File: src/rtl/dsel_apb_master_if.sv
// Command/response and APB3 signal bundle for dsel_apb_master.
// The master modport is the initiator's view; slave is the requester + APB target side.
interface dsel_apb_master_if #(
  parameter int unsigned APB_AWIDTH = 32,
  parameter int unsigned APB_DWIDTH = 32
);
  logic                  cmd_valid;
  logic                  cmd_ready;
  logic                  cmd_write;
  logic [APB_AWIDTH-1:0] cmd_addr;
  logic [APB_DWIDTH-1:0] cmd_wdata;
  logic                  rsp_valid;
  logic [APB_DWIDTH-1:0] rsp_rdata;
  logic                  rsp_err;
  logic                  rsp_timeout;
  logic                  psel;
  logic                  penable;
  logic                  pwrite;
  logic [APB_AWIDTH-1:0] paddr;
  logic [APB_DWIDTH-1:0] pwdata;
  logic                  pready;
  logic [APB_DWIDTH-1:0] prdata;
  logic                  pslverr;

  modport master (
    input  cmd_valid, cmd_write, cmd_addr, cmd_wdata, pready, prdata, pslverr,
    output cmd_ready, rsp_valid, rsp_rdata, rsp_err, rsp_timeout,
    output psel, penable, pwrite, paddr, pwdata
  );

  modport slave (
    output cmd_valid, cmd_write, cmd_addr, cmd_wdata, pready, prdata, pslverr,
    input  cmd_ready, rsp_valid, rsp_rdata, rsp_err, rsp_timeout,
    input  psel, penable, pwrite, paddr, pwdata
  );
endinterface

File: src/rtl/dsel_apb_master.sv
// Single-outstanding command/response to APB3 initiator with an ACCESS-phase
// wait-state timeout so a hung slave cannot stall the master.
module dsel_apb_master #(
  parameter int unsigned APB_AWIDTH = 32,
  parameter int unsigned APB_DWIDTH = 32,
  parameter int unsigned TIMEOUT    = 16
) (
  input logic                pclk,
  input logic                rst,
  dsel_apb_master_if.master  bus
);

  localparam int unsigned CW = (TIMEOUT == 0) ? 1 : $clog2(TIMEOUT + 1);
  localparam logic [CW-1:0] LIMIT = CW'((TIMEOUT == 0) ? 0 : TIMEOUT - 1);

  typedef enum logic [1:0] {
    S_IDLE   = 2'd0,
    S_SETUP  = 2'd1,
    S_ACCESS = 2'd2
  } state_t;

  state_t                r_state,      w_state_nxt;
  logic                  r_psel,       w_psel;
  logic                  r_penable,    w_penable;
  logic                  r_pwrite,     w_pwrite;
  logic [APB_AWIDTH-1:0] r_paddr,      w_paddr;
  logic [APB_DWIDTH-1:0] r_pwdata,     w_pwdata;
  logic                  r_rsp_valid,  w_rsp_valid;
  logic [APB_DWIDTH-1:0] r_rsp_rdata,  w_rsp_rdata;
  logic                  r_rsp_err,    w_rsp_err;
  logic                  r_rsp_timeout, w_rsp_timeout;
  logic [CW-1:0]         r_cnt,        w_cnt;

  // State and output registers; reset drops psel/penable asynchronously
  always_ff @(posedge pclk or posedge rst) begin
    if (rst) begin
      r_state       <= S_IDLE;
      r_psel        <= 1'b0;
      r_penable     <= 1'b0;
      r_pwrite      <= 1'b0;
      r_paddr       <= '0;
      r_pwdata      <= '0;
      r_rsp_valid   <= 1'b0;
      r_rsp_rdata   <= '0;
      r_rsp_err     <= 1'b0;
      r_rsp_timeout <= 1'b0;
      r_cnt         <= '0;
    end else begin
      r_state       <= w_state_nxt;
      r_psel        <= w_psel;
      r_penable     <= w_penable;
      r_pwrite      <= w_pwrite;
      r_paddr       <= w_paddr;
      r_pwdata      <= w_pwdata;
      r_rsp_valid   <= w_rsp_valid;
      r_rsp_rdata   <= w_rsp_rdata;
      r_rsp_err     <= w_rsp_err;
      r_rsp_timeout <= w_rsp_timeout;
      r_cnt         <= w_cnt;
    end
  end

  // Next-state and next-output decode
  always_comb begin
    w_state_nxt   = r_state;
    w_psel        = r_psel;
    w_penable     = r_penable;
    w_pwrite      = r_pwrite;
    w_paddr       = r_paddr;
    w_pwdata      = r_pwdata;
    w_rsp_valid   = 1'b0;
    w_rsp_rdata   = r_rsp_rdata;
    w_rsp_err     = r_rsp_err;
    w_rsp_timeout = r_rsp_timeout;
    w_cnt         = r_cnt;

    case (r_state)
      S_IDLE: begin
        if (bus.cmd_valid) begin
          w_pwrite    = bus.cmd_write;
          w_paddr     = bus.cmd_addr;
          w_pwdata    = bus.cmd_wdata;
          w_psel      = 1'b1;
          w_penable   = 1'b0;
          w_state_nxt = S_SETUP;
        end
      end
      S_SETUP: begin
        w_penable   = 1'b1;
        w_cnt       = '0;
        w_state_nxt = S_ACCESS;
      end
      S_ACCESS: begin
        // pready wins over a coincident timeout
        if (bus.pready) begin
          w_psel        = 1'b0;
          w_penable     = 1'b0;
          w_rsp_valid   = 1'b1;
          w_rsp_err     = bus.pslverr;
          w_rsp_timeout = 1'b0;
          w_rsp_rdata   = r_pwrite ? '0 : bus.prdata;
          w_state_nxt   = S_IDLE;
        end else if ((TIMEOUT != 0) && (r_cnt == LIMIT)) begin
          w_psel        = 1'b0;
          w_penable     = 1'b0;
          w_rsp_valid   = 1'b1;
          w_rsp_err     = 1'b1;
          w_rsp_timeout = 1'b1;
          w_rsp_rdata   = '0;
          w_state_nxt   = S_IDLE;
        end else if (r_cnt != '1) begin
          w_cnt = r_cnt + CW'(1);
        end
      end
      default: begin
        w_psel      = 1'b0;
        w_penable   = 1'b0;
        w_state_nxt = S_IDLE;
      end
    endcase
  end

  assign bus.cmd_ready   = (r_state == S_IDLE);
  assign bus.rsp_valid   = r_rsp_valid;
  assign bus.rsp_rdata   = r_rsp_rdata;
  assign bus.rsp_err     = r_rsp_err;
  assign bus.rsp_timeout = r_rsp_timeout;
  assign bus.psel        = r_psel;
  assign bus.penable     = r_penable;
  assign bus.pwrite      = r_pwrite;
  assign bus.paddr       = r_paddr;
  assign bus.pwdata      = r_pwdata;

endmodule

File: src/flat_wrapper.sv
// flat-port wrapper written by rule: the top's interface ports become plain ports
module dsel_apb_master_flat 
#(
  parameter int unsigned APB_AWIDTH = 32,
  parameter int unsigned APB_DWIDTH = 32,
  parameter int unsigned TIMEOUT    = 16
)
  (pclk, rst, bus_cmd_valid, bus_cmd_write, bus_cmd_addr, bus_cmd_wdata, bus_pready, bus_prdata, bus_pslverr, bus_cmd_ready, bus_rsp_valid, bus_rsp_rdata, bus_rsp_err, bus_rsp_timeout, bus_psel, bus_penable, bus_pwrite, bus_paddr, bus_pwdata);
  dsel_apb_master_if #(.APB_AWIDTH(APB_AWIDTH), .APB_DWIDTH(APB_DWIDTH)) bus_i ();
  input logic pclk;
  input logic rst;
  input wire logic [$bits(bus_i.cmd_valid)-1:0] bus_cmd_valid;
  input wire logic [$bits(bus_i.cmd_write)-1:0] bus_cmd_write;
  input wire logic [$bits(bus_i.cmd_addr)-1:0] bus_cmd_addr;
  input wire logic [$bits(bus_i.cmd_wdata)-1:0] bus_cmd_wdata;
  input wire logic [$bits(bus_i.pready)-1:0] bus_pready;
  input wire logic [$bits(bus_i.prdata)-1:0] bus_prdata;
  input wire logic [$bits(bus_i.pslverr)-1:0] bus_pslverr;
  output wire logic [$bits(bus_i.cmd_ready)-1:0] bus_cmd_ready;
  output wire logic [$bits(bus_i.rsp_valid)-1:0] bus_rsp_valid;
  output wire logic [$bits(bus_i.rsp_rdata)-1:0] bus_rsp_rdata;
  output wire logic [$bits(bus_i.rsp_err)-1:0] bus_rsp_err;
  output wire logic [$bits(bus_i.rsp_timeout)-1:0] bus_rsp_timeout;
  output wire logic [$bits(bus_i.psel)-1:0] bus_psel;
  output wire logic [$bits(bus_i.penable)-1:0] bus_penable;
  output wire logic [$bits(bus_i.pwrite)-1:0] bus_pwrite;
  output wire logic [$bits(bus_i.paddr)-1:0] bus_paddr;
  output wire logic [$bits(bus_i.pwdata)-1:0] bus_pwdata;
  assign bus_i.cmd_valid = bus_cmd_valid;
  assign bus_i.cmd_write = bus_cmd_write;
  assign bus_i.cmd_addr = bus_cmd_addr;
  assign bus_i.cmd_wdata = bus_cmd_wdata;
  assign bus_i.pready = bus_pready;
  assign bus_i.prdata = bus_prdata;
  assign bus_i.pslverr = bus_pslverr;
  assign bus_cmd_ready = bus_i.cmd_ready;
  assign bus_rsp_valid = bus_i.rsp_valid;
  assign bus_rsp_rdata = bus_i.rsp_rdata;
  assign bus_rsp_err = bus_i.rsp_err;
  assign bus_rsp_timeout = bus_i.rsp_timeout;
  assign bus_psel = bus_i.psel;
  assign bus_penable = bus_i.penable;
  assign bus_pwrite = bus_i.pwrite;
  assign bus_paddr = bus_i.paddr;
  assign bus_pwdata = bus_i.pwdata;
  dsel_apb_master #(.APB_AWIDTH(APB_AWIDTH), .APB_DWIDTH(APB_DWIDTH), .TIMEOUT(TIMEOUT)) u_core (.pclk(pclk), .rst(rst), .bus(bus_i));
endmodule
File: config.mk
export PLATFORM = sky130hd
export DESIGN_NAME = dsel_apb_master_flat
export DESIGN_NICKNAME = d
export VERILOG_FILES = /design/src/rtl/dsel_apb_master_if.sv /design/src/rtl/dsel_apb_master.sv /design/src/flat_wrapper.sv
export SDC_FILE = /design/constraint.sdc
export NUM_CORES = 1
export LEC_CHECK = 0
export ABC_AREA = 0
export CORE_MARGIN = 2
export CORE_UTILIZATION = 35
export CTS_CLUSTER_SIZE = 12
export DETAILED_ROUTE_END_ITERATION = 7
export PLACE_DENSITY_LB_ADDON = 0.3
export RECOVER_POWER = 50
export SETUP_SLACK_MARGIN = 0.2
export SLEW_MARGIN = 10
export SYNTH_ARGS = -nofsm -noshare
export SYNTH_HDL_FRONTEND = slang
export SYNTH_SLANG_ARGS = --single-unit
File: constraint.sdc
create_clock -name pclk -period 9.42 [get_ports pclk]
set_input_delay 0.942 -clock pclk [delete_from_list [all_inputs] [get_ports pclk]]
set_output_delay 0.942 -clock pclk [all_outputs]
set_load 0.01 [all_outputs]
## Word-level counts from Yosys, hierarchy flattened

Cells that the tools add are included.

- Add/sub/neg operators: 1
- Eq/ne operators: 9
- Multiplexer cells: 23
- Bitwise operators: 1
- Reductions and logical operators: 8

Operator list:

| cell | number |
|---|---|
| $mux 32 | 3 |
| $mux 5 | 3 |
| $mux 1 | 10 |
| $pmux 5 s2 | 1 |
| $mux 2 | 3 |
| $ne 2x2->1 const B | 3 |
| $pmux 1 s3 | 2 |
| $pmux 2 s3 | 1 |
| $reduce_and 2->1 | 3 |
| $add 5x1->5 const B | 1 |
| $eq 5x4->1 const B | 1 |
| $ne 5x5->1 const B | 1 |
| $reduce_and 4->1 | 1 |
| $reduce_bool 2->1 | 2 |
| $ne 3x2->1 const B | 1 |
| $reduce_and 3->1 | 1 |
| $eq 2x1->1 const B | 1 |
| $eq 2x2->1 const B | 1 |
| $logic_not 2->1 | 1 |
| $ne 2x1->1 const B | 1 |
| $not 1->1 | 1 |

- Register bits after elaboration: 109
- Input bits: 102

## Longest topological paths before layout

- Depth in word-level cells: 5
- Depth in mapped cells: 6
- Gate-level depth less buffers: 6

## Worst setup path before layout

OpenSTA, ideal clock, no wires.

- Path type: reg-to-reg
- Start point: register u_core.r_cnt[0]
- End point: register u_core.r_cnt[3]
- Library setup time: 126 ps
- Arrival time: 1902 ps
- Data required time: 9294 ps
- Path slack: 7392 ps
- Stages on the path, launching flop included: 7
- Period minus slack after synthesis: 2028 ps
- Path through: dfrtp_1 -> ha_1 -> and3_1 -> ha_1 -> or3_4 -> or2_0 -> a311o_1

- Longest elaborated chain between the ends: 5
- Elaborated cells between the ends (all ways): 10

RTL lines:

| item | line | RTL |
|---|---|---|
| from (decl) | dsel_apb_master.sv:32 | `logic [CW-1:0] r_cnt, w_cnt;` |
| from (signal assigned) | dsel_apb_master.sv:59 | `r_cnt <= w_cnt;` |
| $add 5x1->5 | dsel_apb_master.sv:112 | `w_cnt = r_cnt + CW'(1);` |
| $mux 5 | dsel_apb_master.sv:111 | `end else if (r_cnt != '1) begin` |
| $mux 5 | dsel_apb_master.sv:103 | `end else if ((TIMEOUT != 0) && (r_cnt == LIMIT)) begin` |
| $mux 5 | dsel_apb_master.sv:95 | `if (bus.pready) begin` |
| $pmux 5 s2 | dsel_apb_master.sv:77 | `case (r_state)` |

Parallel ways exist; a longest one is shown, timed or not. The select of a mux whose other input is x is not followed.
A chain may end at the register's enable or synchronous reset.

==> flow_metrics.py <==
metrics = {
    "finish": {
        "drive_gt1_share_pct": 18.1,
        "final_cell_mix": "clkdlybuf4s50_1, dfrtp_1, dlygate4sd3_1, mux2_2, a22o_1",
        "area_growth_pct": 60.1,
        "final_common_cell": "clkdlybuf4s50_1",
        "nNetsFinal": 581,
        "antenna_cells": 0,
    },
    "job": {
        "maxCapViolations": 2,
    },
    "floorplanning": {
        "num_io_pins": 205,
        "die_w_um": 113,
        "die-area_um2": 12800,
        "initial_core_util_pct": 36.1,
        "fp.dieH_um": 113,
        "core_area_um2": 11500,
        "row_count": 39,
    },
    "setup_path": {
        "end_kind": "async pin",
        "crit_chain": "dlygate4sd3_1 > clkinvlp_2 > buf_4",
        "worstPathMaxFanout": 56,
        "crit_required_ns": 9.82,
        "worstSetupPathType": "input pin to async pin",
        "critPathTopFamily": "buffers and inverters",
        "start_kind": "input pin",
        "cp_num_buf_inv": 3,
        "cp_slowest_cell": "clkinvlp_2",
        "cpPeakStageDelay_ns": 1.37,
        "arrival_ns": 3.68,
    },
    "synthesis": {
        "synthCells": 272,
        "ys_seq_area_share_pct": 65.5,
        "synth_compound_area_share_pct": 10.2,
        "synth_mux_area_share_pct": 17.6,
        "netlist_area_um2": 4160,
        "ys_ff_latch": 109,
        "synthArstFlopShare_pct": 100,
        "syn_area_per_cell_um2": 15.3,
        "ys.flop_type": "dfrtp_1",
        "synth_nets": 377,
        "synth_top_family_by_area": "multiplexers",
        "yosys.area_share.simple_pct": 3.07,
        "yosysUniqueCellTypes": 31,
        "synth_edf_count": 0,
        "yosys.area_share.adder_pct": 0.902,
        "yosysWarnings": 0,
        "synthXorXnorAreaFrac_pct": 0,
    },
    "sta": {
        "max_freq_mhz": 305,
        "drv_slew": 91,
        "slew_headroom_pct": -62.5,
        "finalSetupTns_ns": 0,
        "holdWs_ns": 0.500,
        "hold_viol": 0,
        "rsz0062_at_grt": "false",
        "tightest_slew_ns": 2.42,
        "finalSetupViolations": 0,
        "final.min_clock_period_ns": 3.28,
        "skew_ns": 0.0103,
        "post-route-period-util_pct": 34.8,
    },
    "global_route": {
        "grt_max_degree": 59,
        "gr-total-overflow": 0,
        "grt_pass1_wl_mm": 16.4,
        "grt_pass1_vias": 3133,
        "antenna_found_initial": 0,
        "grtUsageTotal_pct": 16.1,
    },
    "cts": {
        "cts.clk_slew.worst_paths_ns": 0.07,
        "cts_resized": 0,
        "ctsHoldBuffers": 0,
        "root_buffer": "clkbuf_16",
        "htree_levels": 3,
        "cts_sinks": 109,
        "postCtsSetupRepairBufs": 0,
        "clock_latency_ns": 0.34,
        "numCtsBuffers": 9,
        "cts_tree": "built",
        "clock_path_buffers": 2,
    },
    "place": {
        "dpl.hpwl_mm": 7.45,
        "gp_congestion": 0.761,
        "io_buffer_count": 204,
    },
    "min_path": {
        "hp-class": "register to register",
    },
    "power_and_ir_drop": {
        "leakagePower_uw": 0.00285,
        "p_per_area_nw_per_um2": 317,
        "vdd_drop_max_mv": 0.177,
        "p_total_uw": 2110,
    },
    "route": {
        "vias": 3004,
        "wl_mm": 10.2,
        "route.detailed.drc": 18,
        "via_per_inst": 4.81,
        "wl_per_cell_um": 16.4,
        "dr.pass1.iters": 8,
        "first_iter_violations": 150,
        "ant_nets": 0,
    },
    "run_status": {
        "status": "finished, violations left",
        "violations": "design-rule violations, max-capacitance violations, max-slew violations",
    },
}
-- synthesized netlist by cell type, drive strengths merged (2+ instances only) --
cell	number	area, um^2
nand2b	2	12.5
inv	6	22.5
nand2	5	18.8
a21oi	4	20.0
a22o	35	307
dfrtp	109	2730
o2bb2ai	4	35.0
ha	3	37.5
o21ai	4	20.0
nand3	2	10.0
mux2	65	732
buf	14	86.3
nor3b	2	20.0
and2	2	12.5
nor2	3	11.3
-- cell families (layout without fill, tap and decap cells) --
| kind of cell | Yosys count | in the layout |
|---|---|---|
| compound gates | 52 | 52 |
| fa+ha+maj | 3 | 3 |
| buf+inv | 21 | 230 |
| flops | 109 | 109 |
| mux | 65 | 65 |
| simple gates | 22 | 22 |
-- report_power, final --
part | internal [uW] | switching [uW] | total, uW | leakage, uW
clock | 213 | 180 | 393 | 0.000156
combinational | 549 | 355 | 905 | 0.00136
sequential | 691 | 123 | 815 | 0.00133
-- final timing paths --
kind	from	to	slack, ns	cells after the start
worst max-delay path	rst	u_core.bus.pwdata[17]$_DFFE_PP0P_	6.14	3
worst min-delay path	u_core.bus.rsp_rdata[22]$_DFFE_PP0P_	u_core.bus.rsp_rdata[22]$_DFFE_PP0P_	0.50	1
worst max register to register	u_core.r_cnt[0]$_DFFE_PP0P_	u_core.bus.rsp_err$_DFFE_PP0P_	6.48	7
worst min register to register	u_core.bus.rsp_rdata[22]$_DFFE_PP0P_	u_core.bus.rsp_rdata[22]$_DFFE_PP0P_	0.50	1
max in group pclk	bus_pready	u_core.bus.rsp_err$_DFFE_PP0P_	6.29	5
min in group asynchronous	rst	u_core.bus.paddr[23]$_DFFE_PP0P_	1.72	2
-- area by class of cell --
cell class              count  area, um^2
multi-input cells         142        1330
clock buffers               9         225
clock inverters             7        93.8
flip-flops and latches    109        2730
inverters                   6        23.8
repair buffers            208        2090
fillers                   921        4850
well taps                 143         179
-- registers in the layout, indices dropped and copies added, names as in the netlist, 2 cells and up --
name                  cells
u_core.r_cnt              5
u_core.bus.rsp_rdata     32
u_core.bus.paddr         32
u_core.bus.pwdata        32
u_core.r_state            2
-- stage by stage --
step / utilization, % / cells / cell area (um^2) / worst slack [ns]
final: 57.9 / 624 / 6670 / 6.14
after global routing: 57.9 / 624 / 6670 / 5.63
after CTS: 57.7 / 623 / 6650 / 6.73
after detailed placement: 55.0 / 607 / 6330 / 6.45
after global placement: 55.0 / 607 / 6330 / 6.49
after floorplan: - / 272 / 4160 / 5.60
-- layer usage --
metal  vias up  wire, um  track usage, %
li1       1397         -               -
met1      1452      4380            21.8
met2       138      4740            25.5
met3        17       897            4.50
met4         0       207            4.96
met5         -         0               0
(Power assumes the default switching activity.)
